===== config.mk =====
export PLATFORM = sky130hd
export DESIGN_NAME = frame_sequencer
export DESIGN_NICKNAME = d
export VERILOG_FILES = /design/src/rtl/frame_sequencer.sv
export SDC_FILE = /design/constraint.sdc
export NUM_CORES = 1
export LEC_CHECK = 0
export BUFFER_PORTS_ARGS = -buffer_cell sky130_fd_sc_hd__clkbuf_2
export CELL_PAD_IN_SITES_DETAIL_PLACEMENT = 1
export CELL_PAD_IN_SITES_GLOBAL_PLACEMENT = 1
export CORE_UTILIZATION = 35
export DETAILED_ROUTE_END_ITERATION = 7
export GPL_ROUTABILITY_DRIVEN = 0
export HOLD_SLACK_MARGIN = 0.06
export PLACE_DENSITY_LB_ADDON = 0.3
export SYNTH_ARGS = -nofsm -noshare
export SYNTH_HDL_FRONTEND = slang
export SYNTH_SLANG_ARGS = --single-unit

===== constraint.sdc =====
create_clock -name clk -period 6.7 [get_ports clk]
set_input_delay 0 -clock clk [delete_from_list [all_inputs] [get_ports clk]]
set_output_delay 0 -clock clk [all_outputs]
set_load 0.02 [all_outputs]

===== src/rtl/frame_sequencer.sv =====
// Frame sequencer: drives a 10-bit SPI command protocol to a pixel chip,
// runs CAL -> READOUT -> IDLE sequences or single individual-pixel commands,
// and counts end-of-frame edges during readout.
// Optional echo check: define FRAME_SEQUENCER_ECHO_CHECK_EN to repeat every
// CAL/READOUT/IDLE word and flag a mismatch of the echoed mode bits on err.
module frame_sequencer #(
  parameter int unsigned GAP_CYCLES = 2,
  parameter int unsigned CNT_W      = 16
) (
  input  logic             clk,
  input  logic             n_reset,
  input  logic             start,
  input  logic             abort,
  input  logic             indiv_en,
  input  logic [6:0]       indiv_col,
  input  logic             indiv_adc,
  input  logic [CNT_W-1:0] cal_cycles,
  input  logic [CNT_W-1:0] n_frames,
  input  logic             spi_CtoF,
  input  logic             EoF,
  output logic             spi_FtoC,
  output logic             spi_ss,
  output logic             busy,
  output logic             done,
  output logic [CNT_W-1:0] frame_cnt,
  output logic             err
);

  localparam int unsigned WordLen  = 10;
  localparam int unsigned SlotLen  = WordLen + GAP_CYCLES;
  localparam logic [4:0]  LastSlot = 5'(SlotLen - 1);

`ifdef FRAME_SEQUENCER_ECHO_CHECK_EN
  localparam bit EchoEn = 1'b1;
`else
  localparam bit EchoEn = 1'b0;
`endif

  typedef enum logic [2:0] {
    StIdle, StCalTx, StCalWait, StRoTx, StRoRun, StStopTx, StDone
  } state_e;

  state_e           state_q, state_d;
  logic [4:0]       slot_q, slot_d;       // position in transaction + gap slot
  logic             rep_q, rep_d;         // current transaction is the echo repeat
  logic             abort_pend_q, abort_pend_d;
  logic             indiv_q, indiv_d;
  logic             indiv_adc_q, indiv_adc_d;
  logic [6:0]       indiv_col_q, indiv_col_d;
  logic [CNT_W-1:0] wait_q, wait_d;
  logic [CNT_W-1:0] frame_q, frame_d;
  logic             eof_q, eof_prev_q, eof_rise;
  logic             spi_ss_q, spi_ss_d;
  logic             spi_ftoc_q, spi_ftoc_d;
  logic             abort_now;
  logic [9:0]       tx_word_d;

  function automatic logic is_tx(state_e st);
    return st inside {StCalTx, StRoTx, StStopTx};
  endfunction

  // Individual-pixel words are carried by StStopTx, which always ends in StDone.
  function automatic logic [9:0] word_of(state_e st, logic ind, logic adc, logic [6:0] col);
    logic [9:0] w;
    case (st)
      StCalTx:  w = 10'h100;
      StRoTx:   w = 10'h200;
      StStopTx: w = ind ? {2'b11, adc, col} : 10'h000;
      default:  w = 10'h000;
    endcase
    return w;
  endfunction

  assign eof_rise  = eof_q & ~eof_prev_q;
  // A pending or fresh abort only redirects CAL/READOUT transmissions.
  assign abort_now = (state_q != StStopTx) && (abort_pend_q || abort);

  // Next-state, slot counting and frame counting.
  always_comb begin
    state_d      = state_q;
    slot_d       = slot_q;
    rep_d        = rep_q;
    abort_pend_d = abort_pend_q;
    indiv_d      = indiv_q;
    indiv_adc_d  = indiv_adc_q;
    indiv_col_d  = indiv_col_q;
    wait_d       = wait_q;
    frame_d      = frame_q;
    unique case (state_q)
      StIdle: begin
        if (start) begin
          state_d      = indiv_en ? StStopTx : StCalTx;
          slot_d       = '0;
          rep_d        = 1'b0;
          abort_pend_d = 1'b0;
          indiv_d      = indiv_en;
          indiv_adc_d  = indiv_adc;
          indiv_col_d  = indiv_col;
          frame_d      = '0;
        end
      end
      StCalTx, StRoTx, StStopTx: begin
        if (abort && state_q != StStopTx) abort_pend_d = 1'b1;
        slot_d = slot_q + 5'd1;
        if (slot_q == LastSlot) begin
          slot_d = '0;
          if (EchoEn && !rep_q && !indiv_q && !abort_now) begin
            rep_d = 1'b1;
          end else begin
            rep_d = 1'b0;
            if (abort_now) begin
              state_d      = StStopTx;
              abort_pend_d = 1'b0;
            end else begin
              case (state_q)
                StCalTx: begin
                  if (cal_cycles != '0) begin
                    state_d = StCalWait;
                    wait_d  = '0;
                  end else begin
                    state_d = (n_frames != '0) ? StRoTx : StStopTx;
                  end
                end
                StRoTx:  state_d = StRoRun;
                default: state_d = StDone;
              endcase
            end
          end
        end
      end
      StCalWait: begin
        if (abort) begin
          state_d = StStopTx;
          slot_d  = '0;
          rep_d   = 1'b0;
        end else if (wait_q == cal_cycles - CNT_W'(1)) begin
          state_d = (n_frames != '0) ? StRoTx : StStopTx;
          slot_d  = '0;
          rep_d   = 1'b0;
        end else begin
          wait_d = wait_q + CNT_W'(1);
        end
      end
      StRoRun: begin
        if (eof_rise && frame_q != '1) frame_d = frame_q + CNT_W'(1);
        if (abort || frame_q >= n_frames) begin
          state_d = StStopTx;
          slot_d  = '0;
          rep_d   = 1'b0;
        end
      end
      StDone:  state_d = StIdle;
      default: state_d = StIdle;
    endcase
  end

  // Serial outputs are registered from the next state so they line up with it.
  always_comb begin
    tx_word_d  = word_of(state_d, indiv_d, indiv_adc_d, indiv_col_d);
    spi_ss_d   = 1'b1;
    spi_ftoc_d = 1'b0;
    if (is_tx(state_d) && slot_d < 5'(WordLen)) begin
      spi_ss_d   = 1'b0;
      spi_ftoc_d = tx_word_d[4'd9 - slot_d[3:0]];
    end
  end

  // State and datapath registers with synchronous reset.
  always_ff @(posedge clk) begin
    if (!n_reset) begin
      state_q      <= StIdle;
      slot_q       <= '0;
      rep_q        <= 1'b0;
      abort_pend_q <= 1'b0;
      indiv_q      <= 1'b0;
      indiv_adc_q  <= 1'b0;
      indiv_col_q  <= '0;
      wait_q       <= '0;
      frame_q      <= '0;
      eof_q        <= 1'b0;
      eof_prev_q   <= 1'b0;
      spi_ss_q     <= 1'b1;
      spi_ftoc_q   <= 1'b0;
    end else begin
      state_q      <= state_d;
      slot_q       <= slot_d;
      rep_q        <= rep_d;
      abort_pend_q <= abort_pend_d;
      indiv_q      <= indiv_d;
      indiv_adc_q  <= indiv_adc_d;
      indiv_col_q  <= indiv_col_d;
      wait_q       <= wait_d;
      frame_q      <= frame_d;
      eof_q        <= EoF;
      eof_prev_q   <= eof_q;
      spi_ss_q     <= spi_ss_d;
      spi_ftoc_q   <= spi_ftoc_d;
    end
  end

`ifdef FRAME_SEQUENCER_ECHO_CHECK_EN
  logic [9:0] rx_q, rx_d;
  logic       err_q, err_d;
  logic [9:0] cur_word;

  assign cur_word = word_of(state_q, indiv_q, indiv_adc_q, indiv_col_q);

  // Shift the response on the edges ending T1..T10; judge the repeat on the last one.
  always_comb begin
    rx_d  = rx_q;
    err_d = err_q;
    if (is_tx(state_q) && slot_q >= 5'd1 && slot_q <= 5'd10) begin
      rx_d = {rx_q[8:0], spi_CtoF};
      if (rep_q && slot_q == 5'd10 && rx_d[9:8] != cur_word[9:8]) err_d = 1'b1;
    end
  end

  // Response shift register and sticky error flag.
  always_ff @(posedge clk) begin
    if (!n_reset) begin
      rx_q  <= '0;
      err_q <= 1'b0;
    end else begin
      rx_q  <= rx_d;
      err_q <= err_d;
    end
  end

  assign err = err_q;
`else
  logic unused_ctof;
  assign unused_ctof = spi_CtoF;
  assign err         = 1'b0;
`endif

  assign spi_ss    = spi_ss_q;
  assign spi_FtoC  = spi_ftoc_q;
  assign busy      = (state_q != StIdle);
  assign done      = (state_q == StDone);
  assign frame_cnt = frame_q;

endmodule

==> flow_metrics.tcl, run 1 <==
set metrics [dict create \
    grt_overflow 0 \
    root_buffer "clkbuf_8" \
    netlist_area_um2 3729 \
    fin_nets 612 \
    maxSlewViolCount 0 \
    clock.fmax_mhz 242.9 \
    clkTransAtPathRegs_ps 100 \
    die_x_um 105.2 \
    die_h_um 105.2 \
    final.period_utilization_pct 61.45 \
    synth-simple-area-share_pct 28.39 \
    period_minus_slack_ps 4117 \
    fillers 1278 \
    muxShareOfSynthArea_pct 3.289 \
    numCtsBuffers 5 \
    cts-htree-levels 2 \
    syn_inst 476 \
    drt_wl_total_um 9955 \
    worst-setup-path-type "reg2reg" \
    ant_nets 0 \
    reg2reg_slack_ps 2580 \
    synth_top_family_by_area "simple AND/OR/NAND/NOR gates" \
    cts.sinks 54 \
    leakage_nw 1.785 \
    seq_area_frac_synth_pct 28.99 \
    fin_setup_tns_ps 0 \
    cap_violations 0 \
    initial_utilization_pct 36.12 \
    dp_hpwl_um 7950 \
    async_flop_share_pct 0 \
    ys_seq_elements 54 \
    max-slew-margin-rel_pct 50.23 \
    tightest_slew_ps 740.4 \
    routed_via_density 5.279 \
    wl_per_cell_um 14.64 \
    grt_pass1_wl_um 17420 \
    grt_max_degree 26 \
    drt_first_pass_iters 4 \
    grt_usage_pct 19.10 \
    finalClockSkew_ps 7.424 \
    p_per_area_nw_per_um2 155.9 \
    cts_resized 0 \
    hold_depth 3 \
    worst-path-max-fanout 7 \
    drive_above_1_share_pct 15.81 \
    synthesis.nets 544 \
    drt_iter0_drc 105 \
    synth_xor_area_share_pct 10.10 \
    insertion_delay_ps 300 \
    core_um2 10320 \
    synth_warnings 0 \
    diodes 0 \
    setup_slack_ps 2583 \
    final_cell_area_um2 4384 \
    postPlaceCellArea_um2 4172 \
    port_buffers 65 \
    die_area_um2 11070 \
    hold_buffers 10 \
    status "completed" \
    via_count 3590 \
    hp-class "in2reg" \
    rows 37 \
    yosys.area_share.adder_pct 7.047 \
    cp.arrival_ps 4320 \
    required_ps 6900 \
    clk_path_buf_depth 2 \
    synth_compound_area_share_pct 17.05 \
    synth_edf_count 0 \
    drc 0 \
    synthDistinctLibCells 66 \
    ios 68 \
    hold_viol_final 0 \
    synth_ff_type "dfxtp_1" \
    antenna_found_initial 0 \
    startpoint_type "flop" \
    setup_violations 0 \
    post-cts-setup-buffers 0 \
    cp-end-kind "flop" \
    postSynthAreaPerCell_um2 7.833 \
    place_ws_ps 2475 \
    rsz0062_at_grt "no" \
    max-vdd-ir-drop_mv 0.09316 \
    grt_pass1_vias 3733 \
    r2r.worst_path.cells 16 \
    area_growth_pct 17.58 \
    cts_tree "built" \
]
[cell type report]
type	instances	area, um2	share of cell area [%]
multi-input combinational	373	2460	56.11
timing repair buffer	76	432.9	9.874
clock buffer	6	82.58	1.884
inverter	34	127.6	2.911
clock inverter	1	30.03	0.6849
tap	136	170.2	3.881
sequential	54	1081	24.66
[worst max-delay path, cell delays in order, from the launching register on]
cell       delay [ps]
dfxtp_1           470
or3b_2            450
or4_1             400
o311ai_1           90
a31o_1            180
o2111ai_2         210
o21a_4            270
a21o_1            230
a22o_1            280
inv_1             120
ha_1              270
inv_1              80
o311ai_0          140
a221o_1           310
nor3b_1           220
o22ai_1           110
and4bb_1          210
[kinds of logic after synthesis]
family	after synthesis
AND/OR/NAND/NOR	205
multiplexers	12
XOR/XNOR	43
flip-flops	54
adder cells (fa/ha/maj)	21
AO/OA/AOI/OAI	91
buffers and inverters	49
other	1
[state kept, by name (all words and copies together) (netlist names)]
register,cells
indiv_adc_q,1
indiv_col_q,7
spi_ss,1
eof_q,1
slot_q,5
abort_pend_q,1
frame_cnt,16
spi_FtoC,1
wait_q,16
eof_prev_q,1
indiv_q,1
state_q,3
[synthesized netlist by cell type, types with 3 or more instances]
cell type | n | area share [%]
dfxtp_1 | 54 | 29
nor2_1 | 53 | 5.3
nand2_1 | 49 | 4.9
inv_1 | 34 | 3.4
nand3_1 | 22 | 3.0
xnor2_1 | 22 | 5.2
ha_1 | 21 | 7.0
xor2_1 | 21 | 4.9
o21ai_0 | 18 | 2.4
a21oi_1 | 17 | 2.3
clkbuf_1 | 13 | 1.3
nor3_1 | 11 | 1.5
mux2i_1 | 10 | 2.7
a21boi_0 | 9 | 1.8
nand4_1 | 8 | 1.3
or3_1 | 8 | 1.3
and2_1 | 7 | 1.2
nor4_1 | 7 | 1.2
o21a_1 | 6 | 1.2
a31oi_1 | 5 | 0.84
nand3b_1 | 5 | 1.0
nor2b_1 | 5 | 0.84
and4_1 | 4 | 0.94
nand2b_1 | 4 | 0.67
a21o_1 | 3 | 0.60
and3_1 | 3 | 0.50
nand4b_1 | 3 | 0.70
nor3b_1 | 3 | 0.60
nor4_2 | 3 | 1.0
o211ai_1 | 3 | 0.60
or4_1 | 3 | 0.60
[cells in the final DEF, fill, tap and decap left out, drive strengths merged, types with 7 or more instances in the layout]
cell and instances:
xnor2 22, dfxtp 54, nor3 11, clkbuf 71
dlygate4sd3 10, nor2 53, a21oi 18, nand2 49
nor4 10, a21boi 9, o21ai 20, and2 8
nand4 8, xor2 21, o21a 7, nand3 22
or3 8, mux2i 10, inv 34, ha 21
[power by group]
group / internal (W) / total, W / switching (W)
Combinational: 0.0000500 / 0.000121 / 0.0000710
Clock: 0.000120 / 0.000224 / 0.000105
Sequential: 0.000329 / 0.000338 / 0.00000907
Total: 0.000499 / 0.000683 / 0.000185
[per-stage QoR]
stage / power, W / std cells / util, % / hold WS (ps)
2_1_floorplan: 0.0004188 / 476 / - / 111.9
3_3_place_gp: 0.0004579 / 663 / 40.41 / 223.5
4_1_cts: 0.0006946 / 680 / 42.47 / 134.0
3_5_place_dp: 0.0004627 / 663 / 40.41 / 228.5
6_report: 0.0006835 / 680 / 42.47 / 143.5
5_1_grt: 0.0007224 / 680 / 42.47 / 191.2
[per-layer routing]
metal	track usage (%)	wire, um	vias to the layer above
met5	0	0	-
met4	2.716	51	0
met2	35.67	4999	42
li1	-	-	1824
met1	23.77	4697	1719
met3	2.288	207	5
[worst paths after layout]
path	from	end
worst max-delay path	wait_q[5]	spi_FtoC
worst min-delay path	abort	state_q[2]
worst max register to register	wait_q[5]	spi_FtoC
worst min register to register	indiv_col_q[5]	indiv_col_q[5]
(Power assumes the default switching activity.)
==> run 2: changes to the inputs <==
--- a/config.mk
+++ b/config.mk
@@ -5,6 +5,7 @@
 export SDC_FILE = /design/constraint.sdc
 export NUM_CORES = 1
 export LEC_CHECK = 0
+export ABC_AREA = 1
 export BUFFER_PORTS_ARGS = -buffer_cell sky130_fd_sc_hd__clkbuf_2
 export CELL_PAD_IN_SITES_DETAIL_PLACEMENT = 1
 export CELL_PAD_IN_SITES_GLOBAL_PLACEMENT = 1
==> constraint.sdc (replaced) <==
create_clock -name clk -period 3.4 [get_ports clk]
set_input_delay 0 -clock clk [delete_from_list [all_inputs] [get_ports clk]]
set_output_delay 0 -clock clk [all_outputs]
set_load 0.02 [all_outputs]
==> flow_metrics.tcl, run 2 <==
set metrics [dict create \
    timing.rr.start "frame_cnt[15]" \
    insertion_delay_ps 300 \
    synth_top_area_cell "dfxtp_1" \
    required_ps 3600 \
    cts-htree-levels 2 \
    grt_usage_pct 21.69 \
    cp-end-kind "flop" \
    core_um2 11610 \
    dp_hpwl_um 10760 \
    synthDistinctLibCells 43 \
    clock.fmax_mhz 334.8 \
    drt_first_pass_iters 6 \
    synth_warnings 0 \
    max-slew-margin-rel_pct 51.29 \
    yosys-top-cells-count "nand2_1 (165), inv_1 (109), nor2_1 (88), nand3_1 (63), dfxtp_1 (54)" \
    root_buffer "clkbuf_16" \
    min_from "start" \
    netlist.area_leader.share_pct 25.42 \
    die_x_um 112.2 \
    final_common_cell "nand2_1" \
    ys_seq_elements 54 \
    ant_nets 0 \
    p_per_area_nw_per_um2 330.7 \
    port_buffers 65 \
    hold_viol_final 0 \
    synthesis.nets 759 \
    grt_pass1_wl_um 22340 \
    wl_per_cell_um 14.16 \
    grt_pass1_vias 4861 \
    period_minus_slack_ps 2987 \
    reg2reg_slack_ps 410 \
    synth_area_leaders "dfxtp_1 (25%), nand2_1 (15%), inv_1 (9.6%)" \
    status "finished, violations left" \
    clkTransAtPathRegs_ps 80 \
    initial_utilization_pct 36.62 \
    ios 68 \
    violations "DRC" \
    final_util_pct 43.43 \
    synth_ff_type "dfxtp_1" \
    rsz0062_at_grt "no" \
    min_to "frame_cnt[1]" \
    async_flop_share_pct 0 \
    antenna_found_initial 0 \
    cts.sinks 54 \
    maxSlewViolCount 0 \
    postSynthAreaPerCell_um2 6.155 \
    die_area_um2 12600 \
    r2r.worst_path.cells 22 \
    grt_max_degree 23 \
    area_growth_pct 18.59 \
    diodes 0 \
    cts_tree "built" \
    fin_setup_tns_ps 0 \
    fin_nets 838 \
    synth_edf_count 0 \
    routed_via_density 5.141 \
    final.period_utilization_pct 87.85 \
    numCtsBuffers 5 \
    worst_hold_slack_ps 186.5 \
    max-vdd-ir-drop_mv 0.2097 \
    drt_iter0_drc 193 \
    via_count 4699 \
    tightest_slew_ps 729.8 \
    syn_inst 691 \
    startpoint_type "flop" \
    r2r-end "spi_FtoC" \
    drt_wl_total_um 12940 \
    hp-class "in2reg" \
    clk_path_buf_depth 2 \
    worst-path-max-fanout 4 \
    final_cell_mix "nand2_1 (165), inv_1 (109), nor2_1 (88)" \
    rows 39 \
    setup_violations 0 \
    drc 4 \
    drive_above_1_share_pct 14.66 \
    cts_resized 0 \
    cap_violations 0 \
    die_h_um 112.2 \
    synth.most_common_cell "nand2_1" \
    netlist_area_um2 4253 \
    leakage_nw 2.483 \
    hold_depth 5 \
    seq_area_frac_synth_pct 25.42 \
    worst-setup-path-type "reg2reg" \
    finalClockSkew_ps 6.582 \
    cp.arrival_ps 3180 \
    grt_overflow 0 \
]
==> run 2: cell count changes in the layout (fill, tap and decap cells not counted), sizes merged, moves of 9 or more <==
cell,change
a21boi,-9
a21oi,+19
inv,+77
nand2,+131
nand3,+45
nor2,+50
nor3,+13
xnor2,-18
xor2,-13
==> run 2: kinds of logic after synthesis <==
logic type	share of synthesized area (%)
AO/OA/AOI/OAI	10.12
XOR/XNOR	2.471
adder cells (fa/ha/maj)	6.178
buffers and inverters	10.91
flip-flops	25.42
multiplexers	1.648
other	0.08818
AND/OR/NAND/NOR	43.16
==> run 2: cell type report <==
type                            instances  area, um2
Inverter                              114      429.2
Tap cell                              143      178.9
Clock inverter                          3      68.82
Multi-Input combinational cell        517       2708
Clock buffer                            5      125.1
Sequential cell                        54       1081
Fill cell                            1603       6570
Timing Repair Buffer                   78      452.9
==> run 2: per-layer routing <==
| metal | track usage [%] | share of wire [%] |
|---|---|---|
| met1 | 26.68 | 46 |
| met5 | 0 | 0 |
| met2 | 40.37 | 51 |
| met4 | 4.533 | 0.80 |
| met3 | 2.646 | 2.8 |
==> run 2: critical path, cell delays in order (launching register included) <==
cell and delay (ps):
dfxtp_1 410, ha_1 280, nand2_1 80, inv_1 40, nand3_1 80, inv_1 60, a21oi_1 180, nand4_1 170
inv_1 90, nand2_1 160, nand3_2 160, nor2_1 50, o21ai_0 240, inv_1 80, ha_1 230, inv_1 80
nand3_1 100, nand2_1 90, clkinv_1 80, nand2_2 70, nor2_2 30, nand3_1 70, nor2_1 40
==> run 2: through the flow <==
| step | instances | worst slack, ps | cell area, um2 | power (W) |
|---|---|---|---|---|
| 5_1_grt | 914 | 104.6 | 5044 | 0.001746 |
| 4_1_cts | 914 | 409.4 | 5044 | 0.001683 |
| 2_1_floorplan | 691 | 770.8 | 4253 | 0.0008896 |
| 3_5_place_dp | 894 | 388.9 | 4730 | 0.0009922 |
| 3_3_place_gp | 894 | 504.2 | 4730 | 0.0009804 |
| 6_report | 914 | 413.0 | 5044 | 0.001668 |
==> run 2: worst max path at each step <==
stage,end,slack [ps],depth (start not counted),start
after floorplan,spi_FtoC,770,22,frame_cnt[3]
after global placement,spi_FtoC,500,27,cal_cycles[0]
after detailed placement,spi_FtoC,390,27,cal_cycles[0]
after CTS,spi_FtoC,410,20,frame_cnt[11]
after global routing,spi_FtoC,100,22,frame_cnt[3]
final,spi_FtoC,410,22,frame_cnt[15]
==> run 2: timing repair <==
| action | 4_1_cts | 5_1_grt |
|---|---|---|
| hold buffers | 12 | 0 |
| setup buffers | 0 | 0 |
| hold endpoints to repair | 12 | 0 |
==> run 2: power breakdown <==
group / switching (W) / total (W) / internal, W
combinational: 0.000211 / 0.000329 / 0.000118
sequential: 0.0000112 / 0.000661 / 0.000650
clock: 0.000254 / 0.000678 / 0.000424
